### src/rtl/pipelined_compare_tracker.sv
// pipelined_compare_tracker
//
// Streaming magnitude comparator. Accepts (a, b) operand pairs over a
// valid/ready handshake and registers one-hot Equal/Greater/Less flags one
// cycle after acceptance. Each pair carries its own is_signed mode bit.
// Alongside the flags the block keeps running statistics over every
// accepted sample: the largest and smallest a seen, and saturating counters
// of each outcome. A synchronous clr wipes the statistics without
// disturbing the result register or the handshake.
//
// Ports:
//   clk, rst_n          clock (rising edge) and asynchronous active-low reset
//   in_valid, in_ready  input handshake; in_ready = !out_valid || out_ready
//   a, b, is_signed     operand pair and its compare mode
//   clr                 synchronous clear of counters and min/max
//   out_valid, out_ready  output handshake for the single result register
//   Equal, Greater, Less  registered one-hot compare result
//   run_max, run_min    running extremes of accepted a values
//   stats_valid         at least one sample recorded since reset/clr
//   eq_count, gt_count, lt_count  saturating outcome counters
module pipelined_compare_tracker #(
    parameter int WIDTH = 8,
    parameter int CNT_W = 16
) (
    input  logic             clk,
    input  logic             rst_n,
    input  logic             in_valid,
    output logic             in_ready,
    input  logic [WIDTH-1:0] a,
    input  logic [WIDTH-1:0] b,
    input  logic             is_signed,
    input  logic             clr,
    output logic             out_valid,
    input  logic             out_ready,
    output logic             Equal,
    output logic             Greater,
    output logic             Less,
    output logic [WIDTH-1:0] run_max,
    output logic [WIDTH-1:0] run_min,
    output logic             stats_valid,
    output logic [CNT_W-1:0] eq_count,
    output logic [CNT_W-1:0] gt_count,
    output logic [CNT_W-1:0] lt_count
);

    localparam logic [CNT_W-1:0] CNT_MAX = '1;

    logic             accept;
    logic             a_eq_b;
    logic             a_gt_b;
    logic             a_lt_b;
    logic             a_gt_max;
    logic             a_lt_min;
    logic             stats_live;
    logic [CNT_W-1:0] eq_next;
    logic [CNT_W-1:0] gt_next;
    logic [CNT_W-1:0] lt_next;

    // x > y under the given mode; signed mode reinterprets both as
    // two's-complement.
    function automatic logic greater_than(input logic [WIDTH-1:0] x,
                                          input logic [WIDTH-1:0] y,
                                          input logic             sgn);
        if (sgn)
            return $signed(x) > $signed(y);
        else
            return x > y;
    endfunction

    // Saturating increment on top of a base that is already cleared when
    // clr is high, so a clear coincident with an accept records the sample
    // into a freshly zeroed counter.
    function automatic logic [CNT_W-1:0] bump(input logic [CNT_W-1:0] cnt,
                                              input logic             hit,
                                              input logic             clear);
        logic [CNT_W-1:0] base;
        base = clear ? '0 : cnt;
        if (hit && base != CNT_MAX)
            return base + 1'b1;
        else
            return base;
    endfunction

    // Only one result register: a new pair can enter when it is empty or
    // is being drained this cycle.
    assign in_ready = !out_valid || out_ready;
    assign accept   = in_valid && in_ready;

    always_comb begin
        a_eq_b   = (a == b);
        a_gt_b   = greater_than(a, b, is_signed);
        a_lt_b   = !a_eq_b && !a_gt_b;
        a_gt_max = greater_than(a, run_max, is_signed);
        a_lt_min = greater_than(run_min, a, is_signed);
        // Statistics are treated as empty when a clear lands this cycle.
        stats_live = stats_valid && !clr;
        eq_next  = bump(eq_count, accept && a_eq_b, clr);
        gt_next  = bump(gt_count, accept && a_gt_b, clr);
        lt_next  = bump(lt_count, accept && a_lt_b, clr);
    end

    // Result register: loads on accept, empties on a consume with no new
    // accept, and otherwise holds so flags stay stable under backpressure.
    always_ff @(posedge clk or negedge rst_n) begin
        if (!rst_n) begin
            out_valid <= 1'b0;
            Equal     <= 1'b0;
            Greater   <= 1'b0;
            Less      <= 1'b0;
        end else if (accept) begin
            out_valid <= 1'b1;
            Equal     <= a_eq_b;
            Greater   <= a_gt_b;
            Less      <= a_lt_b;
        end else if (out_ready) begin
            out_valid <= 1'b0;
        end
    end

    // Running min/max. The first sample after reset or clear seeds both
    // extremes; later samples compare in their own mode.
    always_ff @(posedge clk or negedge rst_n) begin
        if (!rst_n) begin
            run_max     <= '0;
            run_min     <= '0;
            stats_valid <= 1'b0;
        end else if (accept) begin
            stats_valid <= 1'b1;
            if (!stats_live) begin
                run_max <= a;
                run_min <= a;
            end else begin
                if (a_gt_max)
                    run_max <= a;
                if (a_lt_min)
                    run_min <= a;
            end
        end else if (clr) begin
            run_max     <= '0;
            run_min     <= '0;
            stats_valid <= 1'b0;
        end
    end

    // Outcome counters update in the same cycle the flags load.
    always_ff @(posedge clk or negedge rst_n) begin
        if (!rst_n) begin
            eq_count <= '0;
            gt_count <= '0;
            lt_count <= '0;
        end else begin
            eq_count <= eq_next;
            gt_count <= gt_next;
            lt_count <= lt_next;
        end
    end

endmodule
### config.mk
export PLATFORM = sky130hd
export DESIGN_NAME = pipelined_compare_tracker
export DESIGN_NICKNAME = d
export VERILOG_FILES = /design/src/rtl/pipelined_compare_tracker.sv
export SDC_FILE = /design/constraint.sdc
export NUM_CORES = 1
export LEC_CHECK = 0
export CORE_MARGIN = 2
export CORE_UTILIZATION = 50
export CTS_BUF_LIST = sky130_fd_sc_hd__clkbuf_2
export DETAILED_ROUTE_END_ITERATION = 6
export GPL_TIMING_DRIVEN = 0
export PLACE_DENSITY = 0.79
export SYNTH_ARGS = -nofsm -noshare
export SYNTH_HDL_FRONTEND = slang
export SYNTH_SLANG_ARGS = --single-unit
export TNS_END_PERCENT = 100
### constraint.sdc
create_clock -name clk -period 2.7 [get_ports clk]
set_input_delay 0.675 -clock clk [delete_from_list [all_inputs] [get_ports clk]]
set_output_delay 0.675 -clock clk [all_outputs]
set_load 0.01 [all_outputs]
* Yosys cells after proc, flatten, opt, wreduce, memory -nomap -nowiden *
Cells that the tools add are included.

storage, ports and cells
  bits in registers = 69

operators by class
  $add $sub $neg = 3
  $lt $le $gt $ge = 6
  eq/ne operators = 6
  muxes and demuxes = 20
  reduce and logical (&&, ||, !) cells = 18

operators with widths
  operator               number
  $mux 16                6
  $mux 8                 7
  $add 16x1->16 const B  3
  $gt 8x8->1             6
  $ne 16x16->1 const B   3
  $logic_and 1x1->1      9
  $eq 8x8->1             1
  $mux 1                 7
  $ne 3x3->1 const B     2
  $logic_not 1->1        4
  $reduce_and 2->1       2
  $reduce_bool 2->1      2
  $logic_or 1x1->1       1

* Depth between registers and ports, before layout *
  depth in word-level cells = 7
  mapped depth = 10
  mapped depth without buffers = 8

* Worst setup path before layout *
Ideal clock, no wire load.

  path type = input-to-reg
  start = in clr
  end = reg gt_count[15]
  library setup time = 78 ps
  arrival = 2727 ps
  data required time = 2622 ps
  path slack = -105 ps
  stages = 9
  path buffers = 1
  cell sequence = clkbuf_1 > nor2b_1 > ha_1 > nand3_1 > nand4bb_2 > nor2_1 > or4_4 > or4_1 > a21oi_1

on the way
  word-level cells in the longest chain between the ends = 4
  elaborated cells between the ends (all ways) = 5
  those cells by class = add/sub (1); eq/ne (1); mux (2); reduce/logical (1)

RTL lines
  what                                                                   line  source
  start, declared                                                        32    input logic clr,
  $mux 16 (*)                                                            77    base = clear ? '0 : cnt;
  parallel branches: the longest is 2 deep, another holds $add 16x1->16  -
  $mux 16 (*)                                                            78    if (hit && base != CNT_MAX)
  net gt_next[15]                                                        56    logic [CNT_W-1:0] gt_next;
  end signal, assigned                                                   153   gt_count <= gt_next;
  end, declared                                                          42    output logic [CNT_W-1:0] gt_count,

Mark *: on every way through the listed nets, which the timed path passes.
A chain may end at the register's enable or synchronous reset.

* Worst setup path in the final report *
  start = in b[3]
  end = reg gt_count[13]

on the way
  word-level cells in the longest chain between the ends = 5
  elaborated cells between the ends (all ways) = 6
  those cells by class = order compare (2); mux (2); reduce/logical (2)

RTL lines
  what                                  line    source
  start, declared                       30      input logic [WIDTH-1:0] b,
  $gt 8x8->1, on equally long branches  67, 65
  $mux 1 (*)                            64      if (sgn)
  $logic_and 1x1->1 (*)                 98      gt_next = bump(gt_count, accept && a_gt_b, clr);
  $logic_and 1x1->1 (*)                 78
  $mux 16 (*)                           78
  net gt_next[13]                       56

The timed path passes the listed nets; every way through them passes the cells marked *.

==> run metrics <==
kind of end point of the critical path register; number of enable flip-flop cells after synthesis 0; library cell with the highest instance count after synthesis sky130_fd_sc_hd__dfrtp_1; ys async rst share 1.00; global-route wire length before repair 17.3 mm; area growth from synthesis to layout 31.2%; Worst Hold Margin 0.216 ns; setup slack after layout 0.0187 ns; final period demand of the worst path 2.68 ns; clock skew after layout 0.0187 ns; fraction of synthesized cell area taken by the top area cell type 0.419; Die H 94.8 um; register-to-register path setup slack 0.23 ns; required time of the critical path 3.15 ns; half-perimeter wire length after placement 7.62 mm; via count of the first global-routing pass 3627; Die Area 8990 um^2; proportion of layout cells with a drive suffix above 1 0.109; final RePlAce weighted congestion 0.848; pin slew with the least headroom to its limit 0.958 ns; met1 Use GR 0.328; placeable core region 8090 um^2; Area contributors post-synth sky130_fd_sc_hd__dfrtp_1 (42%), sky130_fd_sc_hd__ha_1 (8.2%), sky130_fd_sc_hd__nor2b_1 (3.8%); total overflow reported by the global router 0; number of flip-flops and latches in the synthesized netlist 69; met2 Resource Use GR 0.402; total CTS buffers 9; register area share after synthesis 0.419; average vias per placed instance 5.84; number of hold-slack violations in the final timing report 0; Synth Cell Area 4120 um^2; clk slew on worst S/H paths 0.21 ns; Slew HR 0.357; clk sinks 69; Port Buffers 91; CTS tree yes; routed len/inst 16.5 um; # Max-Cap Violations 0; Commonest cells post-synth sky130_fd_sc_hd__dfrtp_1 (69), sky130_fd_sc_hd__inv_1 (29), sky130_fd_sc_hd__nor2_1 (29), sky130_fd_sc_hd__ha_1 (27), sky130_fd_sc_hd__nand2_1 (26); Ports 92; number of synthesis warnings 0; final worst-path cycle share 0.993; deepest level of the CTS H-tree 3; Fin Setup TNS 0 ns; initial core utilization 0.510; fin util 0.669; CTS Root Cell sky130_fd_sc_hd__clkbuf_2; gr usage total 0.245; DRC Markers 0; class of the most critical setup path in2reg; synthesized netlist net count 482; final total power 0.00222 W; Bufs on Longest Clock Path 2; insertion delay to the later sink of the worst-skew pair 0.51 ns; maximum number of pins on one net before global-route repair 70; via count of the routed design 3770; total inserted antenna cells 0; Fmax 0.373 GHz; total routed wirelength 10.6 mm; predominant post-synthesis flop cell sky130_fd_sc_hd__dfrtp_1; M3 GR Usage 0.0463; leakage power 2.40 nW; antenna violations before repair 0; gate count of the mapped netlist 433; average instance area after synthesis 9.52 um^2; classification of the worst-slack hold path in2async; First DRT Iteration DRCs 182; Detail Route Antenna Nets 0; max-slew violation count 0; number of detailed-route iterations in the first pass 4; Unique masters post-synth 47; leading area contributor after synthesis sky130_fd_sc_hd__dfrtp_1; critical path launch point type input port; chip width 94.8 um; Worst Path Arrival 3.13 ns; dpl ws -1.15 ns; Final nets 585; power per unit of standard cell area 411 nW/um^2; number of endpoints failing setup at the final stage 0; most utilized layer in the global route result met2; CP max FO 6; maximum ir drop on the vdd rail 0.233 mV; number of standard-cell rows in the floorplan 33; outcome finished clean
[cells by family after synthesis]
logic type / Yosys count / share of synthesized area
simple gates: 189 / 0.267
fa+ha+maj: 27 / 0.0819
buf+inv: 44 / 0.0403
compound gates: 71 / 0.117
flops: 69 / 0.419
mux: 9 / 0.0243
xor+xnor: 24 / 0.0510
[per-layer routing]
| layer | vias to the layer above | share of wire |
|---|---|---|
| met4 | 0 | 0.013 |
| li1 | 1772 | - |
| met2 | 124 | 0.49 |
| met1 | 1858 | 0.44 |
| met5 | - | 0 |
| met3 | 16 | 0.061 |
[cell type report]
type	instances	area, um^2
Timing Repair Buffer	92	921
Tap cell	105	131
Fill cell	672	2680
Sequential cell	69	1730
Buffer	15	68.8
Inverter	29	109
Clock inverter	5	51.3
Clock buffer	11	55.1
Multi-Input combinational cell	320	2350
[through the flow]
stage | cell area, um^2 | std cells
after floorplan | 4130 | 433
final | 5410 | 646
after global routing | 5410 | 646
after global placement | 5170 | 629
after CTS | 5320 | 645
after detailed placement | 5170 | 629
[power by group]
group | internal, W | switching (W) | total (W)
logic | 0.000234 | 0.000268 | 0.000502
clock network | 0.000215 | 0.000379 | 0.000595
registers | 0.00108 | 0.0000445 | 0.00113
[final timing paths]
path                             start      endpoint  depth (start not counted)
max in group asynchronous        rst_n   eq_count[2]                          1
min in group clk               Greater       Greater                          2
max                               b[3]  gt_count[13]                         10
min                              rst_n    run_min[3]                          1
max reg2reg                gt_count[1]  gt_count[13]                          8
min reg2reg                    Greater       Greater                          2
[cells in the final DEF (no fill, tap or decap), types with 6 or more instances in the layout]
master and instances:
sky130_fd_sc_hd__inv_1 26, sky130_fd_sc_hd__dlygate4sd2_1 6, sky130_fd_sc_hd__nand3_1 18, sky130_fd_sc_hd__nand4_1 20, sky130_fd_sc_hd__clkbuf_1 11, sky130_fd_sc_hd__a21oi_1 19, sky130_fd_sc_hd__clkbuf_2 12, sky130_fd_sc_hd__xor2_1 8
sky130_fd_sc_hd__ha_1 22, sky130_fd_sc_hd__and3_1 10, sky130_fd_sc_hd__or3_1 10, sky130_fd_sc_hd__nor2b_1 25, sky130_fd_sc_hd__dfrtp_1 69, sky130_fd_sc_hd__o21ai_0 10, sky130_fd_sc_hd__mux2_2 8, sky130_fd_sc_hd__nor2_1 28
sky130_fd_sc_hd__nand2b_1 11, sky130_fd_sc_hd__dlymetal6s2s_1 7, sky130_fd_sc_hd__a22o_1 16, sky130_fd_sc_hd__nand2_1 26, sky130_fd_sc_hd__xnor2_1 16, sky130_fd_sc_hd__clkdlybuf4s50_1 76
[worst max-delay path: stages]
cell and delay (ns):
sky130_fd_sc_hd__clkdlybuf4s50_1 0.47, sky130_fd_sc_hd__inv_1 0.07, sky130_fd_sc_hd__ha_4 0.22, sky130_fd_sc_hd__nand4_1 0.08, sky130_fd_sc_hd__nor2_1 0.06, sky130_fd_sc_hd__or2_0 0.22
sky130_fd_sc_hd__buf_4 0.16, sky130_fd_sc_hd__or4_4 0.55, sky130_fd_sc_hd__or4_4 0.50, sky130_fd_sc_hd__a21oi_2 0.12
[timing repair]
| item | in CTS | in global routing |
|---|---|---|
| buffers inserted | 0 | 1 |
| resized for setup | 20 | 23 |
| endpoints found under the hold margin | 0 | 0 |
| cloned | 0 | 0 |
| hold buffers | 0 | 0 |
| pin swaps | 3 | 11 |
| setup endpoints to repair | 40 | 28 |
[flip-flops by register name, summed over array words and instances (netlist names)]
signal       flops
out_valid        1
Less             1
Equal            1
run_min          8
eq_count        16
run_max          8
Greater          1
gt_count        16
stats_valid      1
lt_count        16
No activity file was read; power rests on OpenSTA's default activity.
